===== config.mk =====
export PLATFORM = sky130hd
export DESIGN_NAME = pokey_clk_gen
export DESIGN_NICKNAME = d
export VERILOG_FILES = /design/src/rtl/pokey_clk_pkg.sv /design/src/rtl/pokey_clk_gen_pulse_div.sv /design/src/rtl/pokey_clk_gen.sv
export SDC_FILE = /design/constraint.sdc
export NUM_CORES = 1
export LEC_CHECK = 0
export CORE_UTILIZATION = 58
export CTS_CLUSTER_DIAMETER = 30
export DETAILED_ROUTE_END_ITERATION = 10
export GPL_TIMING_DRIVEN = 0
export PLACE_DENSITY = 0.77
export SLEW_MARGIN = 20
export SYNTH_ARGS = -nofsm -noshare
export SYNTH_HDL_FRONTEND = slang
export SYNTH_HIERARCHICAL = 1
export SYNTH_SLANG_ARGS = --single-unit
export TNS_END_PERCENT = 20

===== constraint.sdc =====
create_clock -name clk -period 6.5 [get_ports clk]
set_input_delay 0.65 -clock clk [delete_from_list [all_inputs] [get_ports clk]]
set_output_delay 0.65 -clock clk [all_outputs]
set_load 0.005 [all_outputs]

===== src/rtl/pokey_clk_pkg.sv =====
// pokey_clk_pkg -- shared constants and helpers for the POKEY machine-clock
// generator and the cells that integrate it.
//   SYS_HZ     : system clock frequency driving the phase accumulator
//   ACC_W_DEF  : default phase-accumulator width
//   INC_DEF    : default increment (~1.78977 MHz from 50 MHz)
//   DIV64/DIV15: p-strobes per 64 kHz / 15 kHz base-clock enable
//   calc_inc() : rounded increment for a target frequency at ACC_W_DEF bits
package pokey_clk_pkg;

  localparam int unsigned SYS_HZ    = 50_000_000;
  localparam int unsigned ACC_W_DEF = 24;
  localparam int unsigned INC_DEF   = 600548;
  localparam int unsigned DIV64     = 28;
  localparam int unsigned DIV15     = 114;

  // Round-to-nearest increment: target_hz * 2^ACC_W_DEF / SYS_HZ.
  function automatic int unsigned calc_inc(input longint unsigned target_hz);
    longint unsigned scaled;
    scaled = (target_hz << ACC_W_DEF) + longint'(SYS_HZ / 2);
    return 32'(scaled / longint'(SYS_HZ));
  endfunction

endpackage


===== src/rtl/pokey_clk_gen_pulse_div.sv =====
// pulse_div -- counts tick pulses modulo N and emits a one-clk strobe on
// every N-th tick. The strobe is registered, so when tick is the
// combinational "next p" it lands in the same cycle as the registered p.
//   clk    : system clock
//   reset  : asynchronous active-high reset
//   run    : 0 freezes the count and forces strobe low
//   tick   : one-clk event to count
//   strobe : one-clk pulse, registered, on the N-th tick
module pulse_div
  import pokey_clk_pkg::*;
#(
  parameter int unsigned N = DIV64
) (
  input  logic clk,
  input  logic reset,
  input  logic run,
  input  logic tick,
  output logic strobe
);

  localparam int unsigned CW = (N > 1) ? $clog2(N) : 1;
  localparam logic [CW-1:0] LAST = CW'(N - 1);

  logic [CW-1:0] cnt;
  logic          hit;

  assign hit = run & tick;

  always_ff @(posedge clk or posedge reset) begin
    if (reset) begin
      cnt    <= '0;
      strobe <= 1'b0;
    end else begin
      strobe <= hit & (cnt == LAST);
      if (hit) begin
        cnt <= (cnt == LAST) ? '0 : cnt + 1'b1;
      end
    end
  end

endmodule


===== src/rtl/pokey_clk_gen.sv =====
// pokey_clk_gen -- POKEY slow machine clock from the 50 MHz system clock via
// a fractional phase accumulator, with registered edge strobes and the
// 64 kHz / 15 kHz base-clock enables.
//   clk     : system clock, all logic on posedge
//   reset   : asynchronous active-high reset
//   run     : 1 = accumulate and strobe, 0 = freeze state, strobes low
//   phi     : slow clock level (registered accumulator MSB)
//   p / n   : one-clk strobes on phi rising / falling edge
//   en_a    : one-clk strobe on every DIV_A-th p
//   en_b    : one-clk strobe on every DIV_B-th p
// Optional build macro PHI_EXT_EN adds:
//   phi_ext : asynchronous external slow clock
//   ext_sel : 1 = derive phi/p/n from synchronized phi_ext
module pokey_clk_gen
  import pokey_clk_pkg::*;
#(
  parameter int unsigned ACC_W = ACC_W_DEF,
  parameter int unsigned INC   = INC_DEF,
  parameter int unsigned DIV_A = DIV64,
  parameter int unsigned DIV_B = DIV15
) (
  input  logic clk,
  input  logic reset,
`ifdef PHI_EXT_EN
  input  logic phi_ext,
  input  logic ext_sel,
`endif
  input  logic run,
  output logic phi,
  output logic p,
  output logic n,
  output logic en_a,
  output logic en_b
);

  // An increment of half the range or more would let phi skip a level.
  if (INC == 0 || longint'(INC) >= (longint'(1) << (ACC_W - 1))) begin : g_bad_inc
    $error("pokey_clk_gen: INC must satisfy 0 < INC < 2^(ACC_W-1)");
  end

  localparam logic [ACC_W-1:0] INC_V = ACC_W'(INC);

  logic [ACC_W-1:0] acc;
  logic [ACC_W-1:0] acc_next;
  logic             src_level;
  logic             p_next;
  logic             n_next;

  // Wrap-around modulo 2^ACC_W is the fractional divider itself.
  assign acc_next = acc + INC_V;

`ifdef PHI_EXT_EN
  // First synchronizer flop; phi is the second, giving 2 clk edge-to-strobe.
  logic ext_meta;

  always_ff @(posedge clk or posedge reset) begin
    if (reset) ext_meta <= 1'b0;
    else       ext_meta <= phi_ext;
  end

  assign src_level = ext_sel ? ext_meta : acc_next[ACC_W-1];
`else
  assign src_level = acc_next[ACC_W-1];
`endif

  // Edge detect against the current registered level, so strobes come out
  // aligned with the first cycle of the new phi level.
  assign p_next = run &  src_level & ~phi;
  assign n_next = run & ~src_level &  phi;

  // NOTE: all state updates use non-blocking assignments so every register
  // samples pre-edge values regardless of statement order.
  always_ff @(posedge clk or posedge reset) begin
    if (reset) begin
      acc <= '0;
      phi <= 1'b0;
      p   <= 1'b0;
      n   <= 1'b0;
    end else begin
      p <= p_next;
      n <= n_next;
      if (run) begin
        acc <= acc_next;
        phi <= src_level;
      end
    end
  end

  pulse_div #(.N(DIV_A)) u_div_a (
    .clk    (clk),
    .reset  (reset),
    .run    (run),
    .tick   (p_next),
    .strobe (en_a)
  );

  pulse_div #(.N(DIV_B)) u_div_b (
    .clk    (clk),
    .reset  (reset),
    .run    (run),
    .tick   (p_next),
    .strobe (en_b)
  );

endmodule


==> flow_metrics.tcl <==
set metrics [dict create \
    synth_nets 199 \
    ys_warn_count 6 \
    setup_viol 0 \
    tightest_slew_ns 0.877 \
    nFillCells 246 \
    routedWlPerCell_um 13.5 \
    fin_hold_ws_ns 0.484 \
    synth-main-ff-cell "dfrtp_1" \
    cts_buffers 5 \
    fp.dieH_um 59.5 \
    antenna_found_initial 0 \
    period_share_pct 49.6 \
    via_count 1437 \
    initial_core_util_pct 61.8 \
    drc 0 \
    hold_viol_final 0 \
    synth_seq_area_share_pct 49.6 \
    cp.arrival_ns 3.51 \
    drv_cap 0 \
    rsz0062_at_grt "no" \
    postSynth.asyncResetShare_pct 100 \
    area_growth_pct 12.3 \
    grt_pass1_vias 1428 \
    outcome "finished, final reports clean" \
    cts_max_level 2 \
    crit_path_max_fanout 14 \
    antenna_cells 0 \
    seqCellArea_sq_um 951 \
    dpl.cell_count 243 \
    clkSlewWorstSetupHoldPaths_ns 0.12 \
    cts.path.max_buffers 2 \
    setup.worst_path.end_class "flop" \
    cp-start-kind "primary input" \
    grt_max_degree 25 \
    final_common_cell "dfrtp_1" \
    criticalPathCategory "in -> reg" \
    synth_seq_cells 38 \
    max-vdd-ir-drop_mv 0.235 \
    cts_hold_buf 0 \
    ant_nets 0 \
    wl_um 3400 \
    crit_required_ns 6.78 \
    period_minus_slack_ns 3.22 \
    dr.pass1.iters 4 \
    cts_sinks 38 \
    post-cts-setup-buffers 0 \
    finalPower_w 0.000937 \
    fin_cells 251 \
    leakage_nw 0.883 \
    io_pins 8 \
    ctsResizeCount 0 \
    detailed_place_hpwl_um 2380 \
    hp-class "reg -> reg" \
    clock_skew_ns 0.0175 \
    fin_ws_ns 3.28 \
    drt_iter0_drc 78 \
    slew_headroom_pct 41.4 \
    synth.distinct_cells 39 \
    final_cell_mix "dfrtp_1, nand2_1, xnor2_1" \
    syn_area_sq_um 1920 \
    power_density_nw_per_um2 435 \
    nets 213 \
    core_area_sq_um 3100 \
    cts_tree "yes" \
    design.die.area_sq_um 3540 \
    finalSetupTns_ns 0 \
    drive_gt1_share_pct 7.73 \
    fp.dieW_um 59.5 \
    final-max-slew-violation-count 0 \
    insertion_delay_ns 0.36 \
    rows 20 \
    grt_usage_pct 22.8 \
    gr-total-overflow 0 \
    avgSynthCellArea_sq_um 9.99 \
    cts-root-buf "clkbuf_4" \
    max_freq_mhz 310 \
    synth_cells 192 \
    drt-vias-per-instance 5.73 \
    place_ws_ns 2.87 \
    port_buffers 7 \
    gpl.final_weighted_congestion 0.779 \
    synth_edf_count 0 \
    multi_input_area_sq_um 922 \
    grt_pass1_wl_um 6020 \
]
-- Yosys cell counts, types with 2 or more instances --
| master | number | share of area (%) |
|---|---|---|
| a2111oi_0 | 2 | 0.91 |
| a211oi_1 | 2 | 0.78 |
| a21oi_1 | 13 | 3.4 |
| and2_1 | 2 | 0.65 |
| clkbuf_1 | 2 | 0.39 |
| dfrtp_1 | 38 | 50 |
| ha_1 | 4 | 2.6 |
| inv_1 | 9 | 1.8 |
| mux2_2 | 2 | 1.2 |
| nand2_1 | 18 | 3.5 |
| nand2b_1 | 2 | 0.65 |
| nand3_1 | 10 | 2.6 |
| nand3b_1 | 2 | 0.78 |
| nand4_1 | 3 | 0.98 |
| nor2_1 | 16 | 3.1 |
| nor3_1 | 5 | 1.3 |
| nor3b_1 | 2 | 0.78 |
| nor4_4 | 2 | 2.2 |
| o211ai_1 | 2 | 0.78 |
| o21ai_0 | 13 | 3.4 |
| o31ai_1 | 2 | 0.78 |
| or3_1 | 2 | 0.65 |
| or4_1 | 3 | 1.2 |
| xnor2_1 | 17 | 7.8 |
| xor2_1 | 5 | 2.3 |
-- worst max-delay path: stages --
cell and delay, ns:
clkdlybuf4s50_1 0.78, nand3_1 0.23, nor3b_1 0.25, o21ai_0 0.20
nor2_1 0.45, nand2_1 0.30, or4_1 0.56, o21ai_0 0.09
-- sequential cells by signal, indices dropped and copies added, names as in the netlist --
register / flops
acc: 21
u_div_b/cnt: 7
u_div_a/cnt: 5
n: 1
p: 1
phi: 1
u_div_a/strobe: 1
u_div_b/strobe: 1
-- path summary, 6_finish.rpt --
check / cells past startpoint / from / slack (ns) / end
setup / recovery: 8 / run / 3.28 / u_div_b/cnt[6]
hold / removal: 1 / acc[10] / 0.48 / acc[10]
setup reg to reg: 7 / acc[2] / 3.78 / u_div_b/cnt[6]
hold reg to reg: 1 / acc[10] / 0.48 / acc[10]
max in group asynchronous: 2 / reset / 5.09 / acc[14]
min in group asynchronous: 2 / reset / 0.58 / u_div_a/cnt[4]
-- metal layers --
metal  up-vias  track usage (%)  routed length (um)
met5         -                0                   0
met4         0             7.97                  30
met3         4             6.77                 141
met2        28             39.0                1710
met1       702             27.3                1520
li1        703                -                   -
-- layout make-up --
class	count	area share (%)
Timing Repair Buffer	7	3.25
Inverter	10	1.74
Multi-Input combinational cell	142	42.8
Clock buffer	6	2.38
Sequential cell	38	44.1
Tap cell	44	2.56
Buffer	2	0.348
Clock inverter	2	2.79
-- per-stage QoR --
step	utilization, %	area, sq um
6_report	69.4	2150
5_1_grt	69.4	2150
4_1_cts	69.4	2150
3_5_place_dp	65.8	2040
3_3_place_gp	65.8	2040
2_1_floorplan	-	1920
-- kinds of logic (layout without fill, tap and decap cells) --
group                    Yosys count  after routing  share of synthesized area (%)
XOR/XNOR                          22             22                           10.0
flip-flops                        38             38                           49.6
AND/OR/NAND/NOR                   73             73                           21.1
adder cells (fa/ha/maj)            4              4                           2.61
buffers and inverters             12             27                           2.35
AO/OA/AOI/OAI                     41             41                           13.1
multiplexers                       2              2                           1.17
-- power breakdown --
| group | switching [W] | leakage (nW) | internal (W) |
|---|---|---|---|
| Clock | 0.0000790 | 0.0585 | 0.000130 |
| Combinational | 0.000161 | 0.359 | 0.000146 |
| Sequential | 0.0000983 | 0.465 | 0.000322 |
| Total | 0.000339 | 0.883 | 0.000599 |
Power figures use the tool's default switching activity.
